--- src/rtl/atm_session_driver_pkg.sv ---
// Shared types and constants for the ATM session driver: FSM state
// encoding, response status codes, operation codes and pin-level widths.
package atm_session_driver_pkg;

   localparam int PIN_W  = 4;
   localparam int OP_W   = 2;
   localparam int WD_W   = 6;
   localparam int DEP_W  = 5;
   localparam int STAT_W = 2;

   // Operation codes carried on cmd_op / Operation
   localparam logic [OP_W-1:0] OP_WITHDRAW = 2'd0;
   localparam logic [OP_W-1:0] OP_DEPOSIT  = 2'd1;
   localparam logic [OP_W-1:0] OP_BALANCE  = 2'd2;
   localparam logic [OP_W-1:0] OP_EJECT    = 2'd3;

   // Response status codes carried on rsp_status
   localparam logic [STAT_W-1:0] ST_OK      = 2'd0;
   localparam logic [STAT_W-1:0] ST_EJECT   = 2'd1;
   localparam logic [STAT_W-1:0] ST_TIMEOUT = 2'd2;

   typedef enum logic [3:0] {
      S_IDLE     = 4'd0,
      S_CARD     = 4'd1,
      S_LANG     = 4'd2,
      S_PIN      = 4'd3,
      S_WAIT_CMD = 4'd4,
      S_GOMAIN   = 4'd5,
      S_OP       = 4'd6,
      S_SAMPLE   = 4'd7,
      S_RESP     = 4'd8,
      S_EXIT     = 4'd9,
      S_TMO      = 4'd10
   } state_t;

   // States whose outputs are held for HOLD_CYCLES by the step timer
   function automatic logic is_drive_state(input state_t s);
      logic r;
      case (s)
         S_CARD, S_LANG, S_PIN, S_GOMAIN, S_OP, S_EXIT: r = 1'b1;
         default:                                        r = 1'b0;
      endcase
      return r;
   endfunction

endpackage

--- src/rtl/atm_session_driver_if.sv ---
// Command / response handshake bundle between the host (keypad controller)
// and the ATM session driver. master = host side, slave = driver side.
interface atm_session_driver_if
   import atm_session_driver_pkg::*;
#(
   parameter int BAL_W = 8
);
   logic              cmd_valid;
   logic              cmd_ready;
   logic [PIN_W-1:0]  cmd_pin;
   logic              cmd_lang;
   logic [OP_W-1:0]   cmd_op;
   logic [WD_W-1:0]   cmd_wd;
   logic [DEP_W-1:0]  cmd_dep;
   logic              cmd_more;
   logic              rsp_valid;
   logic              rsp_ready;
   logic [BAL_W-1:0]  rsp_balance;
   logic [STAT_W-1:0] rsp_status;

   modport master (
      output cmd_valid, cmd_pin, cmd_lang, cmd_op, cmd_wd, cmd_dep, cmd_more, rsp_ready,
      input  cmd_ready, rsp_valid, rsp_balance, rsp_status
   );

   modport slave (
      input  cmd_valid, cmd_pin, cmd_lang, cmd_op, cmd_wd, cmd_dep, cmd_more, rsp_ready,
      output cmd_ready, rsp_valid, rsp_balance, rsp_status
   );
endinterface

--- src/rtl/atm_session_driver_hold_timer.sv ---
// Step timer: loadable down-counter. o_done is high in the cycle in which
// HOLD_CYCLES cycles have elapsed since the last load, then stays low until
// the next load.
module atm_session_driver_hold_timer #(
   parameter int HOLD_CYCLES = 2
) (
   input  logic i_clk,
   input  logic i_rst,
   input  logic i_load,
   output logic o_done
);
   localparam int CNT_W = (HOLD_CYCLES > 1) ? $clog2(HOLD_CYCLES) : 1;

   logic [CNT_W-1:0] r_cnt;
   logic             r_run;

   // Load on step entry, count down, stop once the terminal count is seen
   always_ff @(posedge i_clk) begin
      if (i_rst) begin
         r_cnt <= {CNT_W{1'b0}};
         r_run <= 1'b0;
      end else if (i_load) begin
         r_cnt <= CNT_W'(HOLD_CYCLES - 1);
         r_run <= 1'b1;
      end else if (r_run) begin
         if (r_cnt == {CNT_W{1'b0}}) begin
            r_run <= 1'b0;
         end else begin
            r_cnt <= r_cnt - CNT_W'(1);
         end
      end else begin
         r_cnt <= r_cnt;
         r_run <= r_run;
      end
   end

   assign o_done = r_run && (r_cnt == {CNT_W{1'b0}});

endmodule

--- src/rtl/atm_session_driver.sv ---
// ATM session driver: customer-side initiator for MainModule. Accepts one
// command per handshake, steps MainModule's pin-level inputs through the
// card/language/PIN/operation sequence, samples FinalBalance and returns it
// on the response handshake.
// Optional feature macro: ATM_TIMEOUT_EN (idle-in-session timeout, Timer pulse).
// Pin-level outputs are registered from the current state, so each appears
// one cycle after its state is entered; cmd_ready/rsp_* are registered from
// the next state and line up with the state itself.
module atm_session_driver
   import atm_session_driver_pkg::*;
#(
   parameter int HOLD_CYCLES    = 2,
   parameter int BAL_W          = 8,
   parameter int TIMEOUT_CYCLES = 16
) (
   input  logic             i_clk,
   input  logic             i_rst,
   atm_session_driver_if.slave io_bus,
   output logic             o_card_in,
   output logic             o_language_chosen,
   output logic             o_leave,
   output logic             o_go_main,
   output logic             o_timer,
   output logic [PIN_W-1:0] o_pin,
   output logic [OP_W-1:0]  o_operation,
   output logic [WD_W-1:0]  o_withdraw_amount,
   output logic [DEP_W-1:0] o_deposit_amount,
   input  logic [BAL_W-1:0] i_final_balance
);

   state_t r_state;
   state_t w_next_state;

   logic              w_accept;
   logic              w_hold_load;
   logic              w_hold_done;
   logic              w_tmo_hit;

   logic [PIN_W-1:0]  r_cmd_pin;
   logic              r_cmd_lang;
   logic [OP_W-1:0]   r_cmd_op;
   logic [WD_W-1:0]   r_cmd_wd;
   logic [DEP_W-1:0]  r_cmd_dep;
   logic              r_cmd_more;

   logic              r_cmd_ready;
   logic              r_rsp_valid;
   logic [STAT_W-1:0] r_status;
   logic [BAL_W-1:0]  r_bal;

   logic              r_card_in;
   logic              r_lang_out;
   logic              r_leave;
   logic              r_go_main;
   logic [PIN_W-1:0]  r_pin_out;
   logic [OP_W-1:0]   r_op_out;
   logic [WD_W-1:0]   r_wd_out;
   logic [DEP_W-1:0]  r_dep_out;

   assign w_accept    = io_bus.cmd_valid && r_cmd_ready;
   assign w_hold_load = (w_next_state != r_state) && is_drive_state(w_next_state);

   atm_session_driver_hold_timer #(
      .HOLD_CYCLES (HOLD_CYCLES)
   ) u_hold_timer (
      .i_clk  (i_clk),
      .i_rst  (i_rst),
      .i_load (w_hold_load),
      .o_done (w_hold_done)
   );

`ifdef ATM_TIMEOUT_EN
   localparam int TMO_W = (TIMEOUT_CYCLES > 1) ? $clog2(TIMEOUT_CYCLES) : 1;

   logic [TMO_W-1:0] r_tmo_cnt;
   logic             r_timer;

   // A command accepted on the terminal count wins over the timeout
   assign w_tmo_hit = (r_state == S_WAIT_CMD) && !w_accept &&
                      (r_tmo_cnt == TMO_W'(TIMEOUT_CYCLES - 1));

   // Idle counter: runs only while waiting in session, cleared otherwise
   always_ff @(posedge i_clk) begin
      if (i_rst) begin
         r_tmo_cnt <= {TMO_W{1'b0}};
      end else if ((r_state == S_WAIT_CMD) && !w_accept && !w_tmo_hit) begin
         r_tmo_cnt <= r_tmo_cnt + TMO_W'(1);
      end else begin
         r_tmo_cnt <= {TMO_W{1'b0}};
      end
   end

   // Timer pulse to MainModule for the single cycle spent in the timeout state
   always_ff @(posedge i_clk) begin
      if (i_rst) begin
         r_timer <= 1'b0;
      end else begin
         r_timer <= (r_state == S_TMO);
      end
   end

   assign o_timer = r_timer;
`else
   assign w_tmo_hit = 1'b0;
   assign o_timer   = 1'b0;
`endif

   // State register
   always_ff @(posedge i_clk) begin
      if (i_rst) begin
         r_state <= S_IDLE;
      end else begin
         r_state <= w_next_state;
      end
   end

   // Next-state logic: drive states advance on the step timer
   always_comb begin
      w_next_state = r_state;
      case (r_state)
         S_IDLE: begin
            if (w_accept) w_next_state = S_CARD;
            else          w_next_state = S_IDLE;
         end
         S_CARD: begin
            if (w_hold_done) w_next_state = S_LANG;
            else             w_next_state = S_CARD;
         end
         S_LANG: begin
            if (w_hold_done) w_next_state = S_PIN;
            else             w_next_state = S_LANG;
         end
         S_PIN: begin
            if (w_hold_done) w_next_state = S_OP;
            else             w_next_state = S_PIN;
         end
         S_WAIT_CMD: begin
            if (w_accept)       w_next_state = S_GOMAIN;
            else if (w_tmo_hit) w_next_state = S_TMO;
            else                w_next_state = S_WAIT_CMD;
         end
         S_GOMAIN: begin
            if (w_hold_done) w_next_state = S_OP;
            else             w_next_state = S_GOMAIN;
         end
         S_OP: begin
            if (!w_hold_done)               w_next_state = S_OP;
            else if (r_cmd_op == OP_EJECT)  w_next_state = S_RESP;
            else                            w_next_state = S_SAMPLE;
         end
         S_SAMPLE: begin
            w_next_state = S_RESP;
         end
         S_RESP: begin
            if (!io_bus.rsp_ready)                          w_next_state = S_RESP;
            else if ((r_status == ST_OK) && r_cmd_more)     w_next_state = S_WAIT_CMD;
            else                                            w_next_state = S_EXIT;
         end
         S_EXIT: begin
            if (w_hold_done) w_next_state = S_IDLE;
            else             w_next_state = S_EXIT;
         end
         S_TMO: begin
            w_next_state = S_RESP;
         end
         default: begin
            w_next_state = S_IDLE;
         end
      endcase
   end

   // Command capture: PIN and language only when opening a new session
   always_ff @(posedge i_clk) begin
      if (i_rst) begin
         r_cmd_pin  <= {PIN_W{1'b0}};
         r_cmd_lang <= 1'b0;
         r_cmd_op   <= {OP_W{1'b0}};
         r_cmd_wd   <= {WD_W{1'b0}};
         r_cmd_dep  <= {DEP_W{1'b0}};
         r_cmd_more <= 1'b0;
      end else if (w_accept) begin
         if (r_state == S_IDLE) begin
            r_cmd_pin  <= io_bus.cmd_pin;
            r_cmd_lang <= io_bus.cmd_lang;
         end else begin
            r_cmd_pin  <= r_cmd_pin;
            r_cmd_lang <= r_cmd_lang;
         end
         r_cmd_op   <= io_bus.cmd_op;
         r_cmd_wd   <= io_bus.cmd_wd;
         r_cmd_dep  <= io_bus.cmd_dep;
         r_cmd_more <= io_bus.cmd_more;
      end else begin
         r_cmd_pin  <= r_cmd_pin;
         r_cmd_lang <= r_cmd_lang;
         r_cmd_op   <= r_cmd_op;
         r_cmd_wd   <= r_cmd_wd;
         r_cmd_dep  <= r_cmd_dep;
         r_cmd_more <= r_cmd_more;
      end
   end

   // Handshake outputs and response payload, aligned with the state they belong to
   always_ff @(posedge i_clk) begin
      if (i_rst) begin
         r_cmd_ready <= 1'b1;
         r_rsp_valid <= 1'b0;
         r_status    <= ST_OK;
         r_bal       <= {BAL_W{1'b0}};
      end else begin
         r_cmd_ready <= (w_next_state == S_IDLE) || (w_next_state == S_WAIT_CMD);
         r_rsp_valid <= (w_next_state == S_RESP);
         if (r_state == S_SAMPLE) begin
            r_bal <= i_final_balance;
         end else begin
            r_bal <= r_bal;
         end
         if ((w_next_state == S_RESP) && (r_state != S_RESP)) begin
            case (r_state)
               S_OP:    r_status <= ST_EJECT;
               S_TMO:   r_status <= ST_TIMEOUT;
               default: r_status <= ST_OK;
            endcase
         end else begin
            r_status <= r_status;
         end
      end
   end

   // MainModule pin-level drive: session values persist until back in IDLE
   always_ff @(posedge i_clk) begin
      if (i_rst) begin
         r_card_in  <= 1'b0;
         r_lang_out <= 1'b0;
         r_leave    <= 1'b0;
         r_go_main  <= 1'b0;
         r_pin_out  <= {PIN_W{1'b0}};
         r_op_out   <= {OP_W{1'b0}};
         r_wd_out   <= {WD_W{1'b0}};
         r_dep_out  <= {DEP_W{1'b0}};
      end else begin
         r_card_in <= (r_state != S_IDLE);
         r_go_main <= (r_state == S_GOMAIN);
         r_leave   <= (r_state == S_EXIT);
         case (r_state)
            S_IDLE: begin
               r_lang_out <= 1'b0;
               r_pin_out  <= {PIN_W{1'b0}};
               r_op_out   <= {OP_W{1'b0}};
               r_wd_out   <= {WD_W{1'b0}};
               r_dep_out  <= {DEP_W{1'b0}};
            end
            S_LANG: begin
               r_lang_out <= r_cmd_lang;
            end
            S_PIN: begin
               r_pin_out <= r_cmd_pin;
            end
            S_OP: begin
               r_op_out  <= r_cmd_op;
               r_wd_out  <= r_cmd_wd;
               r_dep_out <= r_cmd_dep;
            end
            default: begin
               r_lang_out <= r_lang_out;
               r_pin_out  <= r_pin_out;
               r_op_out   <= r_op_out;
               r_wd_out   <= r_wd_out;
               r_dep_out  <= r_dep_out;
            end
         endcase
      end
   end

   assign io_bus.cmd_ready   = r_cmd_ready;
   assign io_bus.rsp_valid   = r_rsp_valid;
   assign io_bus.rsp_balance = r_bal;
   assign io_bus.rsp_status  = r_status;

   assign o_card_in         = r_card_in;
   assign o_language_chosen = r_lang_out;
   assign o_leave           = r_leave;
   assign o_go_main         = r_go_main;
   assign o_pin             = r_pin_out;
   assign o_operation       = r_op_out;
   assign o_withdraw_amount = r_wd_out;
   assign o_deposit_amount  = r_dep_out;

endmodule

--- src/flat_wrapper.sv ---
// flat-port wrapper written by rule: the top's interface ports become plain ports
module atm_session_driver_flat import atm_session_driver_pkg::*;
#(
   parameter int HOLD_CYCLES    = 2,
   parameter int BAL_W          = 8,
   parameter int TIMEOUT_CYCLES = 16
)
  (i_clk, i_rst, o_card_in, o_language_chosen, o_leave, o_go_main, o_timer, o_pin, o_operation, o_withdraw_amount, o_deposit_amount, i_final_balance, io_bus_cmd_valid, io_bus_cmd_pin, io_bus_cmd_lang, io_bus_cmd_op, io_bus_cmd_wd, io_bus_cmd_dep, io_bus_cmd_more, io_bus_rsp_ready, io_bus_cmd_ready, io_bus_rsp_valid, io_bus_rsp_balance, io_bus_rsp_status);
  atm_session_driver_if #(.BAL_W(BAL_W)) io_bus_i ();
  input  logic i_clk;
  input  logic i_rst;
  output logic o_card_in;
  output logic o_language_chosen;
  output logic o_leave;
  output logic o_go_main;
  output logic o_timer;
  output logic [PIN_W-1:0] o_pin;
  output logic [OP_W-1:0] o_operation;
  output logic [WD_W-1:0] o_withdraw_amount;
  output logic [DEP_W-1:0] o_deposit_amount;
  input  logic [BAL_W-1:0] i_final_balance;
  input wire logic [$bits(io_bus_i.cmd_valid)-1:0] io_bus_cmd_valid;
  input wire logic [$bits(io_bus_i.cmd_pin)-1:0] io_bus_cmd_pin;
  input wire logic [$bits(io_bus_i.cmd_lang)-1:0] io_bus_cmd_lang;
  input wire logic [$bits(io_bus_i.cmd_op)-1:0] io_bus_cmd_op;
  input wire logic [$bits(io_bus_i.cmd_wd)-1:0] io_bus_cmd_wd;
  input wire logic [$bits(io_bus_i.cmd_dep)-1:0] io_bus_cmd_dep;
  input wire logic [$bits(io_bus_i.cmd_more)-1:0] io_bus_cmd_more;
  input wire logic [$bits(io_bus_i.rsp_ready)-1:0] io_bus_rsp_ready;
  output wire logic [$bits(io_bus_i.cmd_ready)-1:0] io_bus_cmd_ready;
  output wire logic [$bits(io_bus_i.rsp_valid)-1:0] io_bus_rsp_valid;
  output wire logic [$bits(io_bus_i.rsp_balance)-1:0] io_bus_rsp_balance;
  output wire logic [$bits(io_bus_i.rsp_status)-1:0] io_bus_rsp_status;
  assign io_bus_i.cmd_valid = io_bus_cmd_valid;
  assign io_bus_i.cmd_pin = io_bus_cmd_pin;
  assign io_bus_i.cmd_lang = io_bus_cmd_lang;
  assign io_bus_i.cmd_op = io_bus_cmd_op;
  assign io_bus_i.cmd_wd = io_bus_cmd_wd;
  assign io_bus_i.cmd_dep = io_bus_cmd_dep;
  assign io_bus_i.cmd_more = io_bus_cmd_more;
  assign io_bus_i.rsp_ready = io_bus_rsp_ready;
  assign io_bus_cmd_ready = io_bus_i.cmd_ready;
  assign io_bus_rsp_valid = io_bus_i.rsp_valid;
  assign io_bus_rsp_balance = io_bus_i.rsp_balance;
  assign io_bus_rsp_status = io_bus_i.rsp_status;
  atm_session_driver #(.HOLD_CYCLES(HOLD_CYCLES), .BAL_W(BAL_W), .TIMEOUT_CYCLES(TIMEOUT_CYCLES)) u_core (.i_clk(i_clk), .i_rst(i_rst), .io_bus(io_bus_i), .o_card_in(o_card_in), .o_language_chosen(o_language_chosen), .o_leave(o_leave), .o_go_main(o_go_main), .o_timer(o_timer), .o_pin(o_pin), .o_operation(o_operation), .o_withdraw_amount(o_withdraw_amount), .o_deposit_amount(o_deposit_amount), .i_final_balance(i_final_balance));
endmodule
--- config.mk ---
export PLATFORM = sky130hd
export DESIGN_NAME = atm_session_driver_flat
export DESIGN_NICKNAME = d
export VERILOG_FILES = /design/src/rtl/atm_session_driver_pkg.sv /design/src/rtl/atm_session_driver_if.sv /design/src/rtl/atm_session_driver_hold_timer.sv /design/src/rtl/atm_session_driver.sv /design/src/flat_wrapper.sv
export SDC_FILE = /design/constraint.sdc
export NUM_CORES = 1
export LEC_CHECK = 0
export CAP_MARGIN = 5
export CORE_UTILIZATION = 40
export CTS_CLUSTER_DIAMETER = 150
export DETAILED_ROUTE_END_ITERATION = 10
export GPL_TIMING_DRIVEN = 1
export PLACE_DENSITY = 0.68
export SETUP_SLACK_MARGIN = 0.5
export SYNTH_ARGS = -nofsm -noshare
export SYNTH_HDL_FRONTEND = slang
export SYNTH_SLANG_ARGS = --single-unit
--- constraint.sdc ---
create_clock -name i_clk -period 1.9 [get_ports i_clk]
set_input_delay 0.19 -clock i_clk [delete_from_list [all_inputs] [get_ports i_clk]]
set_output_delay 0.19 -clock i_clk [all_outputs]
set_load 0.1 [all_outputs]
; ---- Yosys cells after proc, flatten, opt, wreduce, memory -nomap -nowiden
; Cells that the tools add are included.
[totals]
elab_cells = 86
output_inout_bits = 34
register_bits = 58
inputBits = 31
[op_classes]
n_bitwise = 1
eq_ne = 21
reduce_logical = 17
n_addsub = 1
muxes = 25
[op_table]
columns = operator, n
row1 = case mux 4 bit (10 select lines), 1
row2 = equality test 4 x 3 -> 1 bit (second input constant), 7
row3 = equality test 4 bit (second input constant), 5
row4 = two-way mux 4 bit, 5
row5 = equality test 4 x 2 -> 1 bit (second input constant), 4
row6 = case mux 6 bit (2 select lines), 1
row7 = two-way mux 1 bit, 10
row8 = case mux 5 bit (2 select lines), 1
row9 = equality test 4 x 1 -> 1 bit (second input constant), 2
row10 = zero test 4 bit, 2
row11 = case mux 2 bit (2 select lines), 2
row12 = case mux 4 bit (2 select lines), 1
row13 = nonzero test 2 bit, 4
row14 = OR reduction 6 bit, 1
row15 = logical AND 1 bit, 5
row16 = two-way mux 2 bit, 2
row17 = inequality test 4 bit, 1
row18 = inequality test 4 bit (second input constant), 1
row19 = nonzero test 4 bit, 1
row20 = two-way mux 3 bit, 1
row21 = equality test 2 bit (second input constant), 1
row22 = zero test 2 bit, 1
row23 = case mux 1 bit (2 select lines), 1
row24 = AND reduction 2 bit, 1
row25 = 4 further kinds, 4

; ---- Logic depth before layout (Yosys ltp)
; Gate-level depths: netlist of run 1.
[logic_depth]
depth_word = 10
mapped_depth = 7

; ---- Cells and area by module
; A second synthesis of run 1 with hierarchy kept.
[hier_totals]
hier_cells = 268
hier_area_um2 = 2326.0
[modules_own_cells]
columns = module, area_per_inst_um2, seq_area_each_um2, cells_each, n_inst
row1 = atm_session_driver, 2252.2, 1121.1, 260, 1
row2 = atm_session_driver_hold_timer, 73.8, 40.0, 8, 1

; ---- Least setup slack after synthesis of run 1
; Ideal clock, no wire load.
[synth_path]
path_kind = flip-flop to flip-flop
start = register u_core.r_cmd_ready, in the netlist u_core.io_bus.cmd_ready
end = register u_core.r_cmd_ready, in the netlist u_core.io_bus.cmd_ready
period_less_slack_ns = 2.003
setup_slack_ns = -0.103
setup_time_ns = 0.116
path_stages_with_launch = 7
required_ns = 1.784
path_buffers = 0
arrival_ns = 1.886
cell_sequence = dfxtp_1 -> nand2_1 -> o22ai_1 -> a211oi_1 -> nand2_1 -> inv_1 -> a41o_1
[synth_between]
elab_chain_len = 5
[synth_lines]
columns = element, line
row1 = "start, declared", atm_session_driver.sv:46  ; logic r_cmd_ready;
row2 = "start signal, assigned", atm_session_driver.sv:211  ; r_cmd_ready <= (w_next_state == S_IDLE) || (w_next_state == S_WAIT_CMD);
row3 = logical AND 1 bit *, atm_session_driver.sv:60  ; assign w_accept = io_bus.cmd_valid && r_cmd_ready;
row4 = two-way mux 1 bit (on tied branches), "atm_session_driver.sv:138, atm_session_driver.sv:122"
row5 = case mux 4 bit (10 select lines) *, atm_session_driver.sv:120  ; case (r_state)
row6 = equality test 4 x 3 -> 1 bit or zero test 4 bit (tied branches), atm_session_driver.sv:211
row7 = logical OR 1 bit *, atm_session_driver.sv:211
; Mark *: on every way between the ends. The rest lies on a longest branch, timed or not.
; A chain may end at the register's enable or synchronous reset.

; ---- Worst setup path in the final report of run 1
[layout_path]
start = register u_core.r_state[2]
end = register u_core.r_status[1], in the netlist u_core.io_bus.rsp_status[1]
[layout_between]
elab_chain_len = 5
[layout_lines]
columns = element, line
row1 = "start, declared", atm_session_driver.sv:31  ; state_t r_state;
row2 = "start signal, assigned", atm_session_driver.sv:113  ; r_state <= w_next_state;
row3 = equality test 4 bit or equality test 4 x 3 -> 1 bit (tied branches), "atm_session_driver.sv:120, atm_session_driver.sv:219"
row4 = OR reduction 2 bit (no source line), -
row5 = case mux 4 bit (10 select lines), atm_session_driver.sv:120
row6 = equality test 4 bit, atm_session_driver.sv:218  ; if ((w_next_state == S_RESP) && (r_state != S_RESP)) begin
row7 = logical AND 1 bit, atm_session_driver.sv:218
row8 = "end signal, assigned", atm_session_driver.sv:225  ; r_status <= r_status;
row9 = "end, declared", atm_session_driver.sv:48  ; logic [STAT_W-1:0] r_status;
; Parallel ways exist; a longest one is shown, timed or not.

==> results.yml, run 1 <==
worst_setup_path:
  r2r_slack_ns: 0.23
  crit_top_cell: "buf_4"
  cp_cell_sequence: "buf_8 > buf_4 > buf_4 > nor3b_4 > o21ai_2 > nor2b_1 > and3_1 > a41o_1"
  critPathLaunchType: "register"
  critical_path_buf_inv_count: 3
  reg2regPathDepth: 8
  crit_type: "register to register"
  arrival_ns: 1.89
  r2r_start: "u_core.r_state[2]"
  crit_slowest_cell: "dfxtp_4"
  cp_max_fo: 6
  r2r_end: "u_core.io_bus.rsp_status[1]"
  path_delay_family: "simple AND/OR/NAND/NOR gates"
  required_ns: 2.12
  cp-end-kind: "register"
  slowest_delay_ns: 0.36
timing:
  finalHoldViolations: 0
  drv_slew: 0
  timing.setup.tns_ns: 0
  finalCriticalPeriod_ns: 1.67
  skew_ns: 0.0111
  fin_crit_sh_pct: 88.0
  max_clock_freq_ghz: 0.598
  rsz0062_at_grt: "true"
  setup-violations-final: 0
drt:
  wl_microns: 6450
  routedWlPerCell_microns: 14.2
  drtAntennaViolNets: 0
  vias: 2339
  firstDrtPassIters: 4
  routed_via_density: 5.16
  drcViolationCount: 0
  dr.first_iter.drc_count: 141
grt:
  grt_pass1_vias: 2249
  track_usage_pct: 21.0
  grt_pass1_wl_microns: 10200
  antenna_found_initial: 0
  overflow: 0
  grt_start_max_net_pins: 41
worst_hold_path:
  worst_hold_path_type: "primary input to register"
  hp-start: "i_rst"
  hold_depth: 2
  hold_end: "u_core.r_state[0]"
place:
  dpl.hpwl_microns: 3700
  place_inst: 408
  portBuffers: 63
  gp_congestion: 0.799
status:
  outcome: "finished clean"
yosys:
  syn_avg_cell_area_sq_um: 8.41
  synth-seq-cells: 58
  synthArstFlopShare_pct: 0
  netlist_area_sq_mm: 0.00238
  seq_area_frac_synth_pct: 48.8
  synthFlopType: "dfxtp_1"
  synth_nets: 314
  ys_types: 43
  syn_inst: 283
  synth-edff-count: 0
  ys_warn_count: 0
pwr:
  combPwrFrac_pct: 16.1
  clock_power_share_pct: 39.0
  leakage_nw: 1.47
  power_density_mw_per_mm2: 805
  power_switching_uw: 798
  ir_drop_mv: 0.541
  power_frac_seq_pct: 44.9
  switching_share_pct: 27.1
  intPower_mw: 2.15
final_layout:
  nNetsFinal: 407
  syn_to_final_growth_pct: 53.6
  drive_above_1_share_pct: 34.4
  final_cells: 453
  diodes: 0
  utilization_pct: 65.2
floorplan:
  chipHeight_microns: 79.1
  fp.dieArea_sq_mm: 0.00626
  rows: 27
  ios: 65
  core-area_sq_mm: 0.00561
  die_w_microns: 79.1
  start_util_pct: 42.4
cts:
  clock_sinks: 58
  clock_path_buffers: 2
  cts_tree: "yes"
  htree_num_levels: 3
  root_buffer: "clkbuf_8"
  clkLatencyLatePin_ns: 0.33
  path_clk_slew_ns: 0.07
  cts_buffers: 9
job:
  maxCapViolCount: 0
[cells in the mapped netlist (2+ instances only)]
| master | count | area share (%) |
|---|---|---|
| nor2b_1 | 6 | 1.6 |
| nor3b_1 | 2 | 0.63 |
| nor3b_2 | 2 | 1.1 |
| dfxtp_1 | 58 | 49 |
| a21boi_0 | 2 | 0.63 |
| or3_1 | 2 | 0.53 |
| nand2_1 | 53 | 8.4 |
| nor2_1 | 29 | 4.6 |
| nor3_1 | 3 | 0.63 |
| nand4b_1 | 2 | 0.74 |
| and3_1 | 2 | 0.53 |
| nand3_1 | 8 | 1.7 |
| a22oi_1 | 17 | 5.4 |
| inv_1 | 7 | 1.1 |
| a41o_1 | 2 | 0.84 |
| o21bai_1 | 2 | 0.63 |
| buf_4 | 6 | 1.9 |
| a21oi_1 | 29 | 6.1 |
| clkbuf_1 | 11 | 1.7 |
| nand4_1 | 3 | 0.79 |
| a31oi_1 | 3 | 0.79 |
| mux2i_1 | 5 | 2.1 |
| o21ai_0 | 6 | 1.3 |
| nand2b_1 | 4 | 1.1 |
[repair_timing]
| action | 4_1_cts | 5_1_grt |
|---|---|---|
| buffers inserted | 17 | 10 |
| endpoints found under the setup margin | 37 | 21 |
| gates resized for setup | 24 | 23 |
| hold endpoints to repair | 0 | 0 |
| hold buffers | 0 | 0 |
| pin swaps | 8 | 11 |
| gates cloned | 0 | 2 |
[worst max path at each step]
stage / start / to / slack [ns] / cells after the start
after floorplan: u_core.io_bus.cmd_ready / u_core.u_hold_timer.r_run / 0.36 / 7
after global placement: u_core.r_state[0] / u_core.u_hold_timer.r_run / 0.14 / 6
after detailed placement: u_core.r_state[2] / u_core.o_withdraw_amount[5] / 0.14 / 6
after CTS: u_core.r_state[2] / u_core.u_hold_timer.r_run / 0.34 / 7
after global routing: u_core.r_state[2] / u_core.u_hold_timer.r_run / 0.16 / 7
final: u_core.r_state[2] / u_core.io_bus.rsp_status[1] / 0.23 / 8
[final cells by class]
type	instances	area [sq um]
sequential	58	1200
clock inverter	5	52.6
multi-input combinational	200	1250
fill	474	1950
timing repair buffer	100	886
inverter	7	26.3
tap	72	90.1
clock buffer	11	151
[registers in the layout, summed over array words and instances (netlist names), 2 cells and up]
name	count
u_core.r_cmd_pin	4
u_core.r_cmd_op	2
u_core.r_cmd_dep	5
u_core.o_pin	4
u_core.o_operation	2
u_core.o_withdraw_amount	6
u_core.r_state	4
u_core.io_bus.rsp_status	2
u_core.o_deposit_amount	5
u_core.io_bus.rsp_balance	8
u_core.r_cmd_wd	6
[metrics by stage]
step / power (mW) / hold slack [ns] / setup WS, ns / cell area, sq um
3_3_place_gp: 1.75 / 0.444 / 0.143 / 3040
4_1_cts: 2.91 / 0.246 / 0.335 / 3440
6_report: 2.94 / 0.263 / 0.227 / 3650
2_1_floorplan: 1.61 / 0.326 / 0.359 / 2430
5_1_grt: 3.07 / 0.270 / 0.160 / 3650
3_5_place_dp: 1.75 / 0.447 / 0.143 / 3040
[power by group through the flow]
stage	Sequential [mW]	Combinational [mW]	Clock, mW
final	1.32	0.474	1.15
after global routing	1.33	0.514	1.22
after CTS	1.32	0.428	1.16
after detailed placement	1.35	0.401	0
after global placement	1.34	0.402	0
after floorplan	1.37	0.240	0
[cells by family (layout without fill, tap and decap cells)]
group                  count (synthesis)  in the layout  share of synthesized area, %
AND/OR/NAND/NOR                      122            122                          24.5
flip-flops                            58             58                          48.8
multiplexers                           6              6                          2.58
AO/OA/AOI/OAI                         70             71                          18.9
buffers and inverters                 26            123                          5.10
other                                  1              1                         0.158
[cells in the final DEF (no fill, tap or decap), types with 4 or more instances in the layout]
master	n
buf_4	62
nand2_1	52
dfxtp_1	44
clkdlybuf4s50_1	29
a21oi_1	28
nor2_1	27
clkbuf_8	11
a22oi_1	10
inv_1	7
a22oi_2	7
dfxtp_4	7
dfxtp_2	7
nand3_1	6
mux2i_1	5
nor2b_1	4
nand2b_1	4
o21ai_0	4
buf_6	4
[routing by layer]
layer	share of wire (%)	vias up	GRT usage [%]
met5	0	-	0
met1	43	1087	25.9
met2	50	69	34.1
met3	4.8	15	4.25
met4	2.2	0	11.3
li1	-	1168	-
No activity file was read; power rests on OpenSTA's default activity.
==> run 2, diff against run 1 <==
--- a/config.mk
+++ b/config.mk
@@ -11,7 +11,7 @@
 export DETAILED_ROUTE_END_ITERATION = 10
 export GPL_TIMING_DRIVEN = 1
 export PLACE_DENSITY = 0.68
-export SETUP_SLACK_MARGIN = 0.5
+export SETUP_SLACK_MARGIN = 0.3
 export SYNTH_ARGS = -nofsm -noshare
 export SYNTH_HDL_FRONTEND = slang
 export SYNTH_SLANG_ARGS = --single-unit
==> run 2 against run 1 <==
Against the previous run:
- cell count fell by 5.1%
- via count fell by 3.8%
- combinational power fell by 4.4%
- flip-flop and latch count did not move
- clock skew fell by 0.0074 ns
- non-clock buffer count fell by 21
- clock power barely moved
- final area fell by 8.6%
- die area did not move
- worst hold slack improved by 0.030 ns
- global-route usage fell by 1.4 points
- utilization fell by 5.6 points
- largest cell class is now sequential cells
==> results.yml, run 2 (synthesized netlist as in run 1, its figures left out) <==
pwr:
  ir_drop_mv: 0.528
  power_density_mw_per_mm2: 876
  leakage_nw: 1.33
final_layout:
  utilization_pct: 59.6
  nNetsFinal: 385
  diodes: 0
  design_area_sq_mm: 0.00334
  multi_input_area_sq_mm: 0.00116
  final_cell_mix: "nand2_1, dfxtp_1, buf_4"
  seq_area_sq_mm: 0.00119
  drive_above_1_share_pct: 26.0
  final_common_cell: "nand2_1"
  nFillCells: 543
  syn_to_final_growth_pct: 40.4
  largest_reg_flops: 8
floorplan:
  rows: 27
  core-area_sq_mm: 0.00561
  ios: 65
  fp.dieArea_sq_mm: 0.00626
  start_util_pct: 42.4
  die_w_microns: 79.1
  chipHeight_microns: 79.1
worst_hold_path:
  worst_hold_path_type: "primary input to register"
  hold_depth: 2
grt:
  track_usage_pct: 19.5
  antenna_found_initial: 0
  grt_pass1_vias: 1965
  grt_start_max_net_pins: 34
  grt_pass1_wl_microns: 9380
  overflow: 0
worst_setup_path:
  cp-end-kind: "register"
  crit_type: "register to register"
  cp_max_fo: 9
  critPathLaunchType: "register"
  arrival_ns: 1.88
  required_ns: 2.16
  reg2regPathDepth: 7
timing:
  max_clock_freq_ghz: 0.619
  setup-violations-final: 0
  tightest_slew_ns: 0.585
  max-slew-margin-rel_pct: 61.0
  timing.setup.tns_ns: 0
  drv_slew: 0
  rsz0062_at_grt: "true"
  skew_ns: 0.00375
  fin_crit_sh_pct: 85.1
  finalCriticalPeriod_ns: 1.62
  hold_ws_ns: 0.293
  finalHoldViolations: 0
drt:
  dr.first_iter.drc_count: 148
  firstDrtPassIters: 4
  vias: 2249
  routedWlPerCell_microns: 13.5
  drcViolationCount: 0
  routed_via_density: 5.23
  wl_microns: 5800
  drtAntennaViolNets: 0
cts:
  cts_tree: "yes"
  clkLatencyLatePin_ns: 0.33
  clock_path_buffers: 2
  path_clk_slew_ns: 0.06
  root_buffer: "clkbuf_8"
  clock_sinks: 58
  cts_buffers: 9
  htree_num_levels: 3
status:
  outcome: "finished clean"
place:
  placed_cell_area_sq_mm: 0.00304
  dpl.hpwl_microns: 3800
  portBuffers: 63
  gp_congestion: 0.946
job:
  maxCapViolCount: 0
## run 2: what timing repair did
action	in CTS	in global routing
resized for setup	8	18
buffers inserted	0	3
pin swaps	0	8
hold buffers	0	0
endpoints found under the hold margin	0	0
setup endpoints to repair	26	19
## run 2: final cells by class
type / instances / share of cell area (%)
clock inverter: 5 / 1.54
timing repair buffer: 79 / 20.3
multi-input combinational: 199 / 34.6
tap: 72 / 2.70
sequential: 58 / 35.6
clock buffer: 10 / 4.46
inverter: 7 / 0.787
## run 2: stage by stage
stage | setup slack, ns | std cells | power (mW)
after global routing | 0.196 | 430 | 3.07
after floorplan | 0.309 | 283 | 1.60
final | 0.283 | 430 | 2.93
after global placement | 0.167 | 412 | 1.75
after detailed placement | 0.139 | 412 | 1.76
after CTS | 0.292 | 427 | 2.93
## run 2: path summary, 6_finish.rpt
check	slack (ns)	end	startpoint
worst min-delay path	0.29	u_core.o_pin[0]	i_rst
worst max-delay path	0.28	u_core.u_hold_timer.r_run	u_core.r_state[3]
worst max register to register	0.28	u_core.u_hold_timer.r_run	u_core.r_state[3]
worst min register to register	0.46	u_core.io_bus.rsp_balance[5]	u_core.io_bus.rsp_balance[5]
## run 2: critical path, stage by stage (launching register included)
cell      delay, ns
dfxtp_4        0.41
buf_4          0.19
nand3b_1       0.11
or3_1          0.33
a31oi_1        0.14
or3_1          0.13
nand3_1        0.10
a21oi_1        0.14
## run 2: power by group
part | total [mW] | internal [mW] | switching (mW)
Sequential | 1.32 | 1.27 | 0.0498
Clock | 1.16 | 0.671 | 0.486
Combinational | 0.453 | 0.201 | 0.252
## run 2: routing by layer
metal	global-route usage [%]	vias to the layer above	wire length (microns)	share of wire, %
met5	0	-	0	0
met4	10.7	0	123	2.1
li1	-	1118	-	-
met3	4.48	13	367	6.3
met2	27.4	82	2480	43
met1	27.3	1036	2830	49
==> run 3, diff against run 2 <==
--- a/config.mk
+++ b/config.mk
@@ -6,8 +6,10 @@
 export NUM_CORES = 1
 export LEC_CHECK = 0
 export CAP_MARGIN = 5
+export CORE_MARGIN = 4
 export CORE_UTILIZATION = 40
 export CTS_CLUSTER_DIAMETER = 150
+export CTS_CLUSTER_SIZE = 20
 export DETAILED_ROUTE_END_ITERATION = 10
 export GPL_TIMING_DRIVEN = 1
 export PLACE_DENSITY = 0.68
==> run 3 against run 2 <==
Against the previous run:
- routed wire length increased by 5.5%
- highest routed layer unchanged
- largest power group unchanged
- largest cell class unchanged
- die area increased by 16%
- clock skew increased by 0.0034 ns
- count of clock-buffer cells in the layout increased by 4
- cell count unchanged
==> results.yml, run 3 (synthesized netlist as in run 1, its figures left out) <==
status:
  outcome: "finished clean"
drt:
  firstDrtPassIters: 4
  dr.first_iter.drc_count: 200
  drtAntennaViolNets: 0
  routed_via_density: 5.15
  wl_microns: 6120
  vias: 2214
  drcViolationCount: 0
  routedWlPerCell_microns: 14.2
timing:
  drv_slew: 0
  max_clock_freq_ghz: 0.624
  setup-violations-final: 0
  fin_crit_sh_pct: 84.4
  setup_ws_ns: 0.296
  skew_ns: 0.00714
  tightest_slew_ns: 0.610
  finalHoldViolations: 0
  timing.setup.tns_ns: 0
  rsz0062_at_grt: "true"
  finalCriticalPeriod_ns: 1.60
  max-slew-margin-rel_pct: 59.2
grt:
  track_usage_pct: 17.2
  grt_start_max_net_pins: 38
  use_met1_pct: 23.2
  overflow: 0
  grt_pass1_vias: 2070
  grtUsageMet2_pct: 24.8
  antenna_found_initial: 0
  grt_pass1_wl_microns: 9980
  use_met3_pct: 7.48
  top_usage_layer: "met2"
cts:
  htree_num_levels: 3
  clock_sinks: 58
  clkLatencyLatePin_ns: 0.34
  root_buffer: "clkbuf_8"
  cts-hold-fix-buffers: 0
  clock_path_buffers: 2
  cts_buffers: 9
  cts_tree: "yes"
  path_clk_slew_ns: 0.07
worst_setup_path:
  cp-end-kind: "register"
  critPathLaunchType: "register"
  arrival_ns: 1.83
  cp_max_fo: 6
  crit_type: "register to register"
  cp-startpoint: "u_core.u_hold_timer.r_cnt"
  required_ns: 2.13
  r2r_start: "u_core.u_hold_timer.r_cnt"
final_layout:
  utilization_pct: 58.7
  largest_reg_flops: 8
  final_cell_mix: "nand2_1, dfxtp_1, buf_4"
  final_cells: 430
  syn_to_final_growth_pct: 39.2
  diodes: 0
  drive_above_1_share_pct: 24.3
  final_common_cell: "nand2_1"
  nNetsFinal: 385
pwr:
  leakage_nw: 1.32
  power_density_mw_per_mm2: 868
  ir_drop_mv: 0.513
place:
  pre_cts_slack_ns: 0.102
  portBuffers: 63
  place_inst: 411
  dpl.hpwl_microns: 4020
  gp_congestion: 0.846
job:
  maxCapViolCount: 0
floorplan:
  ios: 65
  core-area_sq_mm: 0.00564
  start_util_pct: 42.2
  fp.dieArea_sq_mm: 0.00725
  chipHeight_microns: 85.1
  rows: 27
  die_w_microns: 85.1
worst_hold_path:
  hp-start: "i_rst"
  worst_hold_path_type: "primary input to register"
[run 3: power by group]
group,switching (mW),internal (mW),total [mW],leakage [nW]
combinational,0.249,0.190,0.439,0.742
sequential,0.0539,1.27,1.32,0.476
clock,0.462,0.651,1.11,0.104
[run 3: cell type report]
| cell class | instances | area (sq um) |
|---|---|---|
| Clock inverter | 1 | 5.00 |
| Fill cell | 519 | 2330 |
| Inverter | 7 | 26.3 |
| Sequential cell | 58 | 1190 |
| Timing Repair Buffer | 79 | 668 |
| Multi-Input combinational cell | 199 | 1140 |
| Tap cell | 72 | 90.1 |
| Clock buffer | 14 | 194 |
[run 3: stage by stage]
step | area, sq um | hold WS, ns | total power, mW
finish | 3310 | 0.257 | 2.87
global route | 3310 | 0.261 | 3.00
CTS | 3250 | 0.236 | 2.89
detailed placement | 3020 | 0.448 | 1.75
global placement | 3020 | 0.442 | 1.74
floorplan | 2390 | 0.326 | 1.60
[run 3: layer usage]
layer | routed length (microns) | vias to the layer above
met5 | 0 | -
met4 | 55 | 0
met3 | 467 | 5
met2 | 2620 | 75
met1 | 2980 | 1017
li1 | - | 1117
[run 3: worst max-delay path, cell delays in order (launching register included)]
cell and delay (ns):
dfxtp_4 0.40, nand4b_1 0.19, nand2b_1 0.09, a311o_1 0.39
nand2_1 0.14, inv_1 0.07, a41o_1 0.23
[run 3: worst paths after layout]
check | cells after the start | slack (ns) | to
worst min-delay path | 2 | 0.26 | u_core.o_pin[1]
worst min register to register | 2 | 0.46 | u_core.r_cmd_dep[0]
worst max-delay path | 6 | 0.30 | u_core.io_bus.cmd_ready
worst max register to register | 6 | 0.30 | u_core.io_bus.cmd_ready
[run 3: repair_timing]
item,4_1_cts,5_1_grt
gates resized for setup,10,12
cloned,0,1
pin swaps,1,2
endpoints found under the setup margin,20,24
setup buffers,0,3
